--- config.mk ---
export PLATFORM = sky130hd
export DESIGN_NAME = vx_commit_arb_flat
export DESIGN_NICKNAME = d
export VERILOG_FILES = /design/src/rtl/vx_commit_arb_pkg.sv /design/src/rtl/vx_commit_arb_if.sv /design/src/rtl/vx_commit_arb_rr_arbiter.sv /design/src/rtl/vx_commit_arb.sv /design/src/flat_wrapper.sv
export SDC_FILE = /design/constraint.sdc
export NUM_CORES = 1
export LEC_CHECK = 0
export ABC_CLOCK_PERIOD_IN_PS = 7300
export CORE_AREA = 2 2 519 521
export CTS_CLUSTER_DIAMETER = 60
export CTS_CLUSTER_SIZE = 12
export DETAILED_ROUTE_END_ITERATION = 6
export DIE_AREA = 0 0 521 523
export PLACE_DENSITY_LB_ADDON = 0.25
export RECOVER_POWER = 100
export SLEW_MARGIN = 10
export SYNTH_ARGS = -nofsm -noshare
export SYNTH_HDL_FRONTEND = slang
export SYNTH_SLANG_ARGS = --single-unit
--- constraint.sdc ---
create_clock -name clk -period 7.3 [get_ports clk]
set_clock_uncertainty 0.2 [all_clocks]
set_input_delay 1.825 -clock clk [delete_from_list [all_inputs] [get_ports clk]]
set_output_delay 1.825 -clock clk [all_outputs]
set_load 0.02 [all_outputs]
--- src/rtl/vx_commit_arb_pkg.sv ---
// Shared types and sizing for the commit/writeback stage.
//   commit_src_e  : index of each commit source on the source lanes
//   commit_data_t : one writeback packet as carried from a source to the register file
package vx_commit_arb_pkg;

    localparam int NUM_SRCS    = 5;
    localparam int NUM_THREADS = 4;
    localparam int NUM_WARPS   = 4;
    localparam int NW_BITS     = (NUM_WARPS > 1) ? $clog2(NUM_WARPS) : 1;
    localparam int XLEN        = 32;
    localparam int NR_BITS     = 6;
    localparam int UUID_WIDTH  = 44;
    // Up to NUM_SRCS sources plus the store path can retire in one cycle.
    localparam int CNT_W       = $clog2(NUM_SRCS + 2);

    typedef enum logic [2:0] {
        CMT_ALU = 3'd0,
        CMT_LD  = 3'd1,
        CMT_CSR = 3'd2,
        CMT_FPU = 3'd3,
        CMT_GPU = 3'd4
    } commit_src_e;

    localparam int NUM_CMT_SRCS = 5;

    typedef struct packed {
        logic [UUID_WIDTH-1:0]                uuid;
        logic [NW_BITS-1:0]                   wid;
        logic [NUM_THREADS-1:0]               tmask;
        logic [XLEN-1:0]                      pc;
        logic [NR_BITS-1:0]                   rd;
        logic [NUM_THREADS-1:0][XLEN-1:0]     data;
        logic                                 eop;
    } commit_data_t;

endpackage

--- src/rtl/vx_commit_arb_if.sv ---
// Bundle of the commit-source lanes, store commit, writeback port and retire count.
//   slave  : the commit arbiter (consumes src_*/st_*, produces wb_*/cmt_*)
//   master : the surrounding core (execute units, register file, CSR unit)
interface vx_commit_arb_if;
    import vx_commit_arb_pkg::*;

    logic [NUM_SRCS-1:0]                              src_valid;
    logic [NUM_SRCS-1:0]                              src_ready;
    logic [NUM_SRCS-1:0][UUID_WIDTH-1:0]              src_uuid;
    logic [NUM_SRCS-1:0][NW_BITS-1:0]                 src_wid;
    logic [NUM_SRCS-1:0][NUM_THREADS-1:0]             src_tmask;
    logic [NUM_SRCS-1:0][XLEN-1:0]                    src_pc;
    logic [NUM_SRCS-1:0]                              src_wb;
    logic [NUM_SRCS-1:0][NR_BITS-1:0]                 src_rd;
    logic [NUM_SRCS-1:0][NUM_THREADS-1:0][XLEN-1:0]   src_data;
    logic [NUM_SRCS-1:0]                              src_eop;

    logic                                             st_valid;
    logic                                             st_ready;
    logic                                             st_eop;

    logic                                             wb_valid;
    logic                                             wb_ready;
    logic [UUID_WIDTH-1:0]                            wb_uuid;
    logic [NW_BITS-1:0]                               wb_wid;
    logic [NUM_THREADS-1:0]                           wb_tmask;
    logic [XLEN-1:0]                                  wb_pc;
    logic [NR_BITS-1:0]                               wb_rd;
    logic [NUM_THREADS-1:0][XLEN-1:0]                 wb_data;
    logic                                             wb_eop;

    logic                                             cmt_valid;
    logic [CNT_W-1:0]                                 cmt_count;

    modport slave (
        input  src_valid, src_uuid, src_wid, src_tmask, src_pc, src_wb, src_rd, src_data, src_eop,
        output src_ready,
        input  st_valid, st_eop,
        output st_ready,
        output wb_valid, wb_uuid, wb_wid, wb_tmask, wb_pc, wb_rd, wb_data, wb_eop,
        input  wb_ready,
        output cmt_valid, cmt_count
    );

    modport master (
        output src_valid, src_uuid, src_wid, src_tmask, src_pc, src_wb, src_rd, src_data, src_eop,
        input  src_ready,
        output st_valid, st_eop,
        input  st_ready,
        input  wb_valid, wb_uuid, wb_wid, wb_tmask, wb_pc, wb_rd, wb_data, wb_eop,
        output wb_ready,
        input  cmt_valid, cmt_count
    );

endinterface

--- src/rtl/vx_commit_arb_rr_arbiter.sv ---
// Round-robin arbiter. Grants the first requester at or after the pointer,
// wrapping modulo NUM_REQS; the pointer advances past the winner on a grant.
//   clk, reset   : clock, synchronous active-high reset (pointer -> 0)
//   req          : request vector
//   enable       : a grant may be issued this cycle
//   grant_onehot : one-hot grant (zero when no grant)
//   grant_index  : binary index of the grant
//   grant_valid  : a grant was issued this cycle
module vx_rr_arbiter #(
    parameter  int NUM_REQS = 5,
    localparam int IDX_W    = (NUM_REQS > 1) ? $clog2(NUM_REQS) : 1
) (
    input  logic                clk,
    input  logic                reset,
    input  logic [NUM_REQS-1:0] req,
    input  logic                enable,
    output logic [NUM_REQS-1:0] grant_onehot,
    output logic [IDX_W-1:0]    grant_index,
    output logic                grant_valid
);

    logic [IDX_W-1:0] ptr;
    int               idx;

    always_comb begin
        grant_onehot = '0;
        grant_index  = '0;
        grant_valid  = 1'b0;
        idx          = 0;
        for (int i = 0; i < NUM_REQS; i++) begin
            idx = int'(ptr) + i;
            if (idx >= NUM_REQS) idx = idx - NUM_REQS;
            if (enable && !grant_valid && req[IDX_W'(idx)]) begin
                grant_valid                = 1'b1;
                grant_index                = IDX_W'(idx);
                grant_onehot[IDX_W'(idx)]  = 1'b1;
            end
        end
    end

    always_ff @(posedge clk) begin
        if (reset) begin
            ptr <= '0;
        end else if (grant_valid) begin
            ptr <= (grant_index == IDX_W'(NUM_REQS - 1)) ? '0 : grant_index + IDX_W'(1);
        end
    end

endmodule

--- src/rtl/vx_commit_arb.sv ---
// Commit/writeback stage: merges the per-unit commit streams into one register
// file writeback port through a single elastic output register (1-cycle latency),
// retires store commits, and reports the per-cycle retired-instruction count.
//   clk, reset : clock, synchronous active-high reset
//   bus        : source lanes, store commit, writeback port, retire count
module vx_commit_arb
    import vx_commit_arb_pkg::*;
(
    input  logic           clk,
    input  logic           reset,
    vx_commit_arb_if.slave bus
);

    localparam int IDX_W = (NUM_SRCS > 1) ? $clog2(NUM_SRCS) : 1;

    commit_data_t          src_pkt [NUM_SRCS];
    commit_data_t          wb_q;
    logic                  wb_valid_q;
    logic [NUM_SRCS-1:0]   wb_req;
    logic [NUM_SRCS-1:0]   grant_onehot;
    logic [IDX_W-1:0]      grant_index;
    logic                  grant_valid;
    logic                  slot_free;
    logic [NUM_SRCS-1:0]   fire;
    logic [CNT_W-1:0]      n_retired;

    always_comb begin
        for (int i = 0; i < NUM_SRCS; i++) begin
            src_pkt[i].uuid  = bus.src_uuid[i];
            src_pkt[i].wid   = bus.src_wid[i];
            src_pkt[i].tmask = bus.src_tmask[i];
            src_pkt[i].pc    = bus.src_pc[i];
            src_pkt[i].rd    = bus.src_rd[i];
            src_pkt[i].data  = bus.src_data[i];
            src_pkt[i].eop   = bus.src_eop[i];
        end
    end

    assign wb_req    = bus.src_valid & bus.src_wb;
    // The slot can take a new packet when empty or when it drains this cycle.
    assign slot_free = !wb_valid_q || bus.wb_ready;

    vx_rr_arbiter #(.NUM_REQS(NUM_SRCS)) rr_arb (
        .clk          (clk),
        .reset        (reset),
        .req          (wb_req),
        .enable       (slot_free && !reset),
        .grant_onehot (grant_onehot),
        .grant_index  (grant_index),
        .grant_valid  (grant_valid)
    );

    // Non-writeback commits need no slot, so they are always accepted.
    assign bus.src_ready = reset ? '0 : ((bus.src_valid & ~bus.src_wb) | grant_onehot);
    assign bus.st_ready  = !reset;
    assign fire          = bus.src_valid & bus.src_ready;

    always_comb begin
        n_retired = '0;
        for (int i = 0; i < NUM_SRCS; i++) begin
            n_retired = n_retired + CNT_W'(fire[i] & bus.src_eop[i]);
        end
        n_retired = n_retired + CNT_W'(bus.st_valid & bus.st_ready & bus.st_eop);
    end

    always_ff @(posedge clk) begin
        if (reset) begin
            wb_valid_q    <= 1'b0;
            wb_q          <= '0;
            bus.cmt_valid <= 1'b0;
            bus.cmt_count <= '0;
        end else begin
            if (grant_valid) begin
                wb_valid_q <= 1'b1;
                wb_q       <= src_pkt[grant_index];
            end else if (bus.wb_ready) begin
                wb_valid_q <= 1'b0;
            end
            bus.cmt_valid <= (n_retired != '0);
            bus.cmt_count <= n_retired;
        end
    end

    assign bus.wb_valid = wb_valid_q;
    assign bus.wb_uuid  = wb_q.uuid;
    assign bus.wb_wid   = wb_q.wid;
    assign bus.wb_tmask = wb_q.tmask;
    assign bus.wb_pc    = wb_q.pc;
    assign bus.wb_rd    = wb_q.rd;
    assign bus.wb_data  = wb_q.data;
    assign bus.wb_eop   = wb_q.eop;

endmodule

--- src/flat_wrapper.sv ---
// flat-port wrapper written by rule: the top's interface ports become plain ports
module vx_commit_arb_flat import vx_commit_arb_pkg::*;
  (clk, reset, bus_src_valid, bus_src_uuid, bus_src_wid, bus_src_tmask, bus_src_pc, bus_src_wb, bus_src_rd, bus_src_data, bus_src_eop, bus_src_ready, bus_st_valid, bus_st_eop, bus_st_ready, bus_wb_valid, bus_wb_uuid, bus_wb_wid, bus_wb_tmask, bus_wb_pc, bus_wb_rd, bus_wb_data, bus_wb_eop, bus_wb_ready, bus_cmt_valid, bus_cmt_count);
  vx_commit_arb_if bus_i ();
  input  logic clk;
  input  logic reset;
  input wire logic [$bits(bus_i.src_valid)-1:0] bus_src_valid;
  input wire logic [$bits(bus_i.src_uuid)-1:0] bus_src_uuid;
  input wire logic [$bits(bus_i.src_wid)-1:0] bus_src_wid;
  input wire logic [$bits(bus_i.src_tmask)-1:0] bus_src_tmask;
  input wire logic [$bits(bus_i.src_pc)-1:0] bus_src_pc;
  input wire logic [$bits(bus_i.src_wb)-1:0] bus_src_wb;
  input wire logic [$bits(bus_i.src_rd)-1:0] bus_src_rd;
  input wire logic [$bits(bus_i.src_data)-1:0] bus_src_data;
  input wire logic [$bits(bus_i.src_eop)-1:0] bus_src_eop;
  output wire logic [$bits(bus_i.src_ready)-1:0] bus_src_ready;
  input wire logic [$bits(bus_i.st_valid)-1:0] bus_st_valid;
  input wire logic [$bits(bus_i.st_eop)-1:0] bus_st_eop;
  output wire logic [$bits(bus_i.st_ready)-1:0] bus_st_ready;
  output wire logic [$bits(bus_i.wb_valid)-1:0] bus_wb_valid;
  output wire logic [$bits(bus_i.wb_uuid)-1:0] bus_wb_uuid;
  output wire logic [$bits(bus_i.wb_wid)-1:0] bus_wb_wid;
  output wire logic [$bits(bus_i.wb_tmask)-1:0] bus_wb_tmask;
  output wire logic [$bits(bus_i.wb_pc)-1:0] bus_wb_pc;
  output wire logic [$bits(bus_i.wb_rd)-1:0] bus_wb_rd;
  output wire logic [$bits(bus_i.wb_data)-1:0] bus_wb_data;
  output wire logic [$bits(bus_i.wb_eop)-1:0] bus_wb_eop;
  input wire logic [$bits(bus_i.wb_ready)-1:0] bus_wb_ready;
  output wire logic [$bits(bus_i.cmt_valid)-1:0] bus_cmt_valid;
  output wire logic [$bits(bus_i.cmt_count)-1:0] bus_cmt_count;
  assign bus_i.src_valid = bus_src_valid;
  assign bus_i.src_uuid = bus_src_uuid;
  assign bus_i.src_wid = bus_src_wid;
  assign bus_i.src_tmask = bus_src_tmask;
  assign bus_i.src_pc = bus_src_pc;
  assign bus_i.src_wb = bus_src_wb;
  assign bus_i.src_rd = bus_src_rd;
  assign bus_i.src_data = bus_src_data;
  assign bus_i.src_eop = bus_src_eop;
  assign bus_src_ready = bus_i.src_ready;
  assign bus_i.st_valid = bus_st_valid;
  assign bus_i.st_eop = bus_st_eop;
  assign bus_st_ready = bus_i.st_ready;
  assign bus_wb_valid = bus_i.wb_valid;
  assign bus_wb_uuid = bus_i.wb_uuid;
  assign bus_wb_wid = bus_i.wb_wid;
  assign bus_wb_tmask = bus_i.wb_tmask;
  assign bus_wb_pc = bus_i.wb_pc;
  assign bus_wb_rd = bus_i.wb_rd;
  assign bus_wb_data = bus_i.wb_data;
  assign bus_wb_eop = bus_i.wb_eop;
  assign bus_i.wb_ready = bus_wb_ready;
  assign bus_cmt_valid = bus_i.cmt_valid;
  assign bus_cmt_count = bus_i.cmt_count;
  vx_commit_arb u_core (.clk(clk), .reset(reset), .bus(bus_i));
endmodule
==> results list <==
- Of the post-synthesis cell area, the part taken by muxes is 0.201.
- The mapped netlist covers 0.0204 mm².
* Area of the core region: 0.267 mm²
- Based on the critical path, the design can be clocked at up to 0.139 GHz.
- The H-tree was split into 2 levels.
* Clock tree from TritonCTS: built
* DRT Pass-1 Iters: 7
* Worst EP required: 5.28 ns
* # setup viols final: 0
- Relative to the synthesized area, the layout overhead comes to 90.5%.
- In the final layout, the share of cells above drive strength 1 is 0.0902.
- Final non-filler cell total: 7026
* Register area: 0.00450 mm²
- Of the total synthesized cell area, the portion taken by AND, OR, NAND and NOR gates is 0.116.
* Critical register-to-register path startpoint: u_core.rr_arb.ptr[0]
- For flop-to-flop paths, the worst setup slack is 0.56 ns.
- The via count of the first global-routing pass is 25100.
- Along the worst path, the maximum fanout reaches 5.
* Main combinational cell family by area after synthesis: compound AO/OA/AOI/OAI gates
* Grt ovf: 0
- IR analysis of the VDD net gives a maximum drop of 0.778 mV.
- The worst hold path terminates at u_core.bus.wb_data[34].
* Number of sinks handled by clock tree synthesis: 225
- Power per standard cell area: 544 mW/mm²
* Critical Path End Type: primary output
- 1328 I/O pins were placed.
- Final net count: 4493
* Count of flip-flops with a built-in enable after synthesis: 0
* Most common cell type on the critical path: sky130_fd_sc_hd__buf_4
* CTS Hold Bufs: 0
- Total die area: 0.272 mm²
- Number of max-slew violations in the final report: 0
- For this run, the number of Yosys warnings is 0.
- On the critical path the largest part of the delay comes from buffers and inverters.
- Total half-perimeter wirelength after legalization and detailed placement: 177000 µm
* Clock-pin transition on the worst setup and hold timing paths: 0.05 ns
* Path category of the worst min-delay check: reg2reg
* Synthesis-stage register bit count: 225
* Total via count after detailed routing: 24000
- Once layout is done, the placed cells without fillers occupy 0.0389 mm².
- Unrepaired setup endpoints after global routing: false
- Inst Count DP: 6874
- The count of nets left with antenna violations once routing finished came out at 0.
- After technology mapping, the gate count stands at 2109.
* Sequential cell area fraction in the yosys report: 0.220
* Wire length after detailed routing: 210000 µm
- Adding up every negative setup slack in the final design gives 0 ns.
* Later-pin clock latency in the skew report: 0.66 ns
- The floorplan has 190 rows.
- The smallest clock period supported by the final layout is computed as 7.18 ns.
* Worst hold start: u_core.bus.wb_data[34]
- The share of the synthesized area in compound gates (AO/OA/AOI/OAI) was 0.365.
* TritonCTS Buffers: 54
- Worst Setup Start Kind: input port
- Summed over all cells, the static leakage comes to 0.0148 µW.
* # fillers: 30200
* Yosys cell types: 84
- The worst hold path passes through 2 cells.
- Die Span X: 521 µm
* Post-synthesis share of cell area spent on full adders, half adders and majority gates: 0.0107
- Endpoint arrival time on the critical path: 5.16 ns
- The tree is rooted in a sky130_fd_sc_hd__clkbuf_16.
- Max-Slew Margin vs Limit: 0.0709
- The flow ran to the end, and the final reports show no timing, DRC or antenna violations.
- Maximum Capacitance Violations: 0
- Of the total synthesized cell area, the portion taken by XOR and XNOR cells is 0.00257.
- The first global-routing pass estimated 265000 µm of wire.
* Avg Cell Area, Syn: 9.69 µm²
- Entering global routing, the biggest net connects 114 pins.
* Number of design-rule violations left by the first detailed-router iteration: 1339
- From bottom edge to top edge, the die measures 523 µm.
* Async S/R FF share, synth: 0
- Initial standard-cell utilization of the core: 0.0765
- GRT Util Overall: 0.146
- Placed inst area: 0.0378 mm²
* Hold violation count in the final report: 0
- Summing all multi-input logic gate instances after layout gives 0.0133 mm².
- The signal on the critical path passes through dlygate4sd3_1, nand2_1, o22ai_1, o311a_4, a211o_1, buf_4, nor3_4, buf_4, a211oi_1, a31oi_1, buf_4, clkdlybuf4s50_1.
- After detailed routing, the number of remaining DRC violations is 0.
- Transition time at the pin with the least slew margin: 1.39 ns
- In the finished design, the share of the clock period the worst path needs comes to 0.984.
* Worst slack on hold paths: 0.353 ns
- After detailed routing, the average wire length per cell comes to 29.9 µm.
- Power Total: 21200 µW
* Worst path slowest cell: sky130_fd_sc_hd__clkdlybuf4s50_1
* Placer Congestion: 0.875
- Number of nets produced by synthesis: 3224
- Together, buffers and inverters on the worst path number 5.
- The critical path is of the in2out type.
- On the worst path, the slowest cell contributes a delay of 0.60 ns.
- The worst register-to-register path ends at u_core.bus.wb_data[76].
- Via count normalized by instance count: 3.41
- Buffers added on ports: 1327
* Antenna violations before repair: 135
* Reg2Reg Depth: 16
* Maximum count of clock buffers along a single path: 3
* Most used DFF post-synth: sky130_fd_sc_hd__dfxtp_1
power breakdown:
| part | leakage (µW) | internal (µW) | total (µW) | switching, µW |
|---|---|---|---|---|
| logic | 0.0119 | 6100 | 16100 | 9960 |
| clock network | 0.000965 | 1770 | 2780 | 1010 |
| registers | 0.00188 | 1970 | 2330 | 359 |
state kept, by name, summed over array words and instances (netlist names), 2 cells and up:
name,cells
u_core.bus.wb_rd,6
u_core.bus.wb_pc,32
u_core.bus.wb_tmask,4
u_core.bus.wb_uuid,44
u_core.bus.cmt_count,3
u_core.bus.wb_data,128
u_core.bus.wb_wid,2
u_core.rr_arb.ptr,3
cell families after synthesis:
| family | after synthesis |
|---|---|
| AND/OR/NAND/NOR | 389 |
| AO/OA/AOI/OAI | 802 |
| multiplexers | 409 |
| buffers and inverters | 263 |
| flip-flops | 225 |
| adder cells (fa/ha/maj) | 15 |
| XOR/XNOR | 6 |
per-stage QoR:
stage | worst slack (ns) | util
after detailed placement | 0.0465 | 0.142
after floorplan | 0.932 | -
after global routing | 0.00602 | 0.145
after global placement | 0.00582 | 0.142
final | 0.119 | 0.146
after CTS | 0.0297 | 0.149
cells in the final DEF (no fill, tap or decap), types with 23 or more instances in the layout:
cell	count
sky130_fd_sc_hd__dlygate4sd3_1	226
sky130_fd_sc_hd__mux2i_1	406
sky130_fd_sc_hd__nand2_1	29
sky130_fd_sc_hd__and2_1	203
sky130_fd_sc_hd__diode_2	50
sky130_fd_sc_hd__o21ai_0	223
sky130_fd_sc_hd__and3_1	23
sky130_fd_sc_hd__o221ai_1	150
sky130_fd_sc_hd__buf_4	98
sky130_fd_sc_hd__clkdlybuf4s50_1	1101
sky130_fd_sc_hd__dfxtp_1	225
sky130_fd_sc_hd__clkbuf_16	55
sky130_fd_sc_hd__o221ai_2	52
sky130_fd_sc_hd__o211a_1	201
sky130_fd_sc_hd__a31oi_1	23
sky130_fd_sc_hd__a21oi_1	29
what timing repair did:
item,4_1_cts,5_1_grt
gates resized for setup,0,6
setup endpoints to repair,0,3
buffers inserted,0,0
synth_stat cells (21+ instances only):
| library cell | number | area (µm²) |
|---|---|---|
| sky130_fd_sc_hd__and2_1 | 203 | 1270 |
| sky130_fd_sc_hd__o22ai_1 | 21 | 131 |
| sky130_fd_sc_hd__o221ai_2 | 200 | 3000 |
| sky130_fd_sc_hd__o21ai_0 | 224 | 1120 |
| sky130_fd_sc_hd__buf_2 | 49 | 245 |
| sky130_fd_sc_hd__a31oi_1 | 23 | 144 |
| sky130_fd_sc_hd__clkbuf_1 | 116 | 435 |
| sky130_fd_sc_hd__nand4_1 | 21 | 131 |
| sky130_fd_sc_hd__nand2_1 | 32 | 120 |
| sky130_fd_sc_hd__mux2i_1 | 407 | 4070 |
| sky130_fd_sc_hd__and3_1 | 23 | 144 |
| sky130_fd_sc_hd__dfxtp_1 | 225 | 4500 |
| sky130_fd_sc_hd__buf_6 | 46 | 518 |
| sky130_fd_sc_hd__nand2b_1 | 22 | 138 |
| sky130_fd_sc_hd__o211a_1 | 201 | 2010 |
| sky130_fd_sc_hd__a21oi_1 | 29 | 145 |
worst max-delay path by stage:
stage | from | endpoint | slack (ns) | cells past startpoint
after global placement | bus_src_wb[2] | bus_src_ready[0] | 0.006 | 12
after floorplan | bus_src_valid[3] | u_core.bus.cmt_valid | 0.93 | 16
after CTS | bus_src_wb[3] | bus_src_ready[0] | 0.03 | 12
after global routing | bus_src_valid[0] | bus_src_ready[0] | 0.006 | 12
final | bus_src_valid[0] | bus_src_ready[0] | 0.12 | 12
after detailed placement | bus_src_wb[3] | bus_src_ready[0] | 0.05 | 12
layer usage:
layer / share of wire / track usage
met3: 0.11 / 0.0725
met1: 0.40 / 0.169
met4: 0.024 / 0.0306
met5: 0.0021 / 0
met2: 0.46 / 0.242
worst reg2reg max path: stages, from the launching register on:
cell                        delay, ns
sky130_fd_sc_hd__dfxtp_1         0.34
sky130_fd_sc_hd__inv_2           0.07
sky130_fd_sc_hd__buf_4           0.20
sky130_fd_sc_hd__ha_1            0.20
sky130_fd_sc_hd__inv_1           0.06
sky130_fd_sc_hd__fa_1            0.49
sky130_fd_sc_hd__o21ai_1         0.53
sky130_fd_sc_hd__nand4bb_1       0.22
sky130_fd_sc_hd__a21oi_1         0.28
sky130_fd_sc_hd__o21a_1          0.32
sky130_fd_sc_hd__clkbuf_1        0.94
sky130_fd_sc_hd__nor4b_1         0.21
sky130_fd_sc_hd__o32a_1          0.44
sky130_fd_sc_hd__nor2_1          0.99
sky130_fd_sc_hd__buf_12          0.28
sky130_fd_sc_hd__clkbuf_1        0.59
sky130_fd_sc_hd__o221ai_1        0.26
layout make-up:
cell class,count,share of cell area
flip-flops and latches,225,0.116
inverters,14,0.00196
clock buffers,66,0.0382
well taps,3552,0.114
clock inverters,36,0.0128
diodes,50,0.00321
repair buffers,1462,0.371
multi-input cells,1621,0.343
No activity file was read; power rests on OpenSTA's default activity.
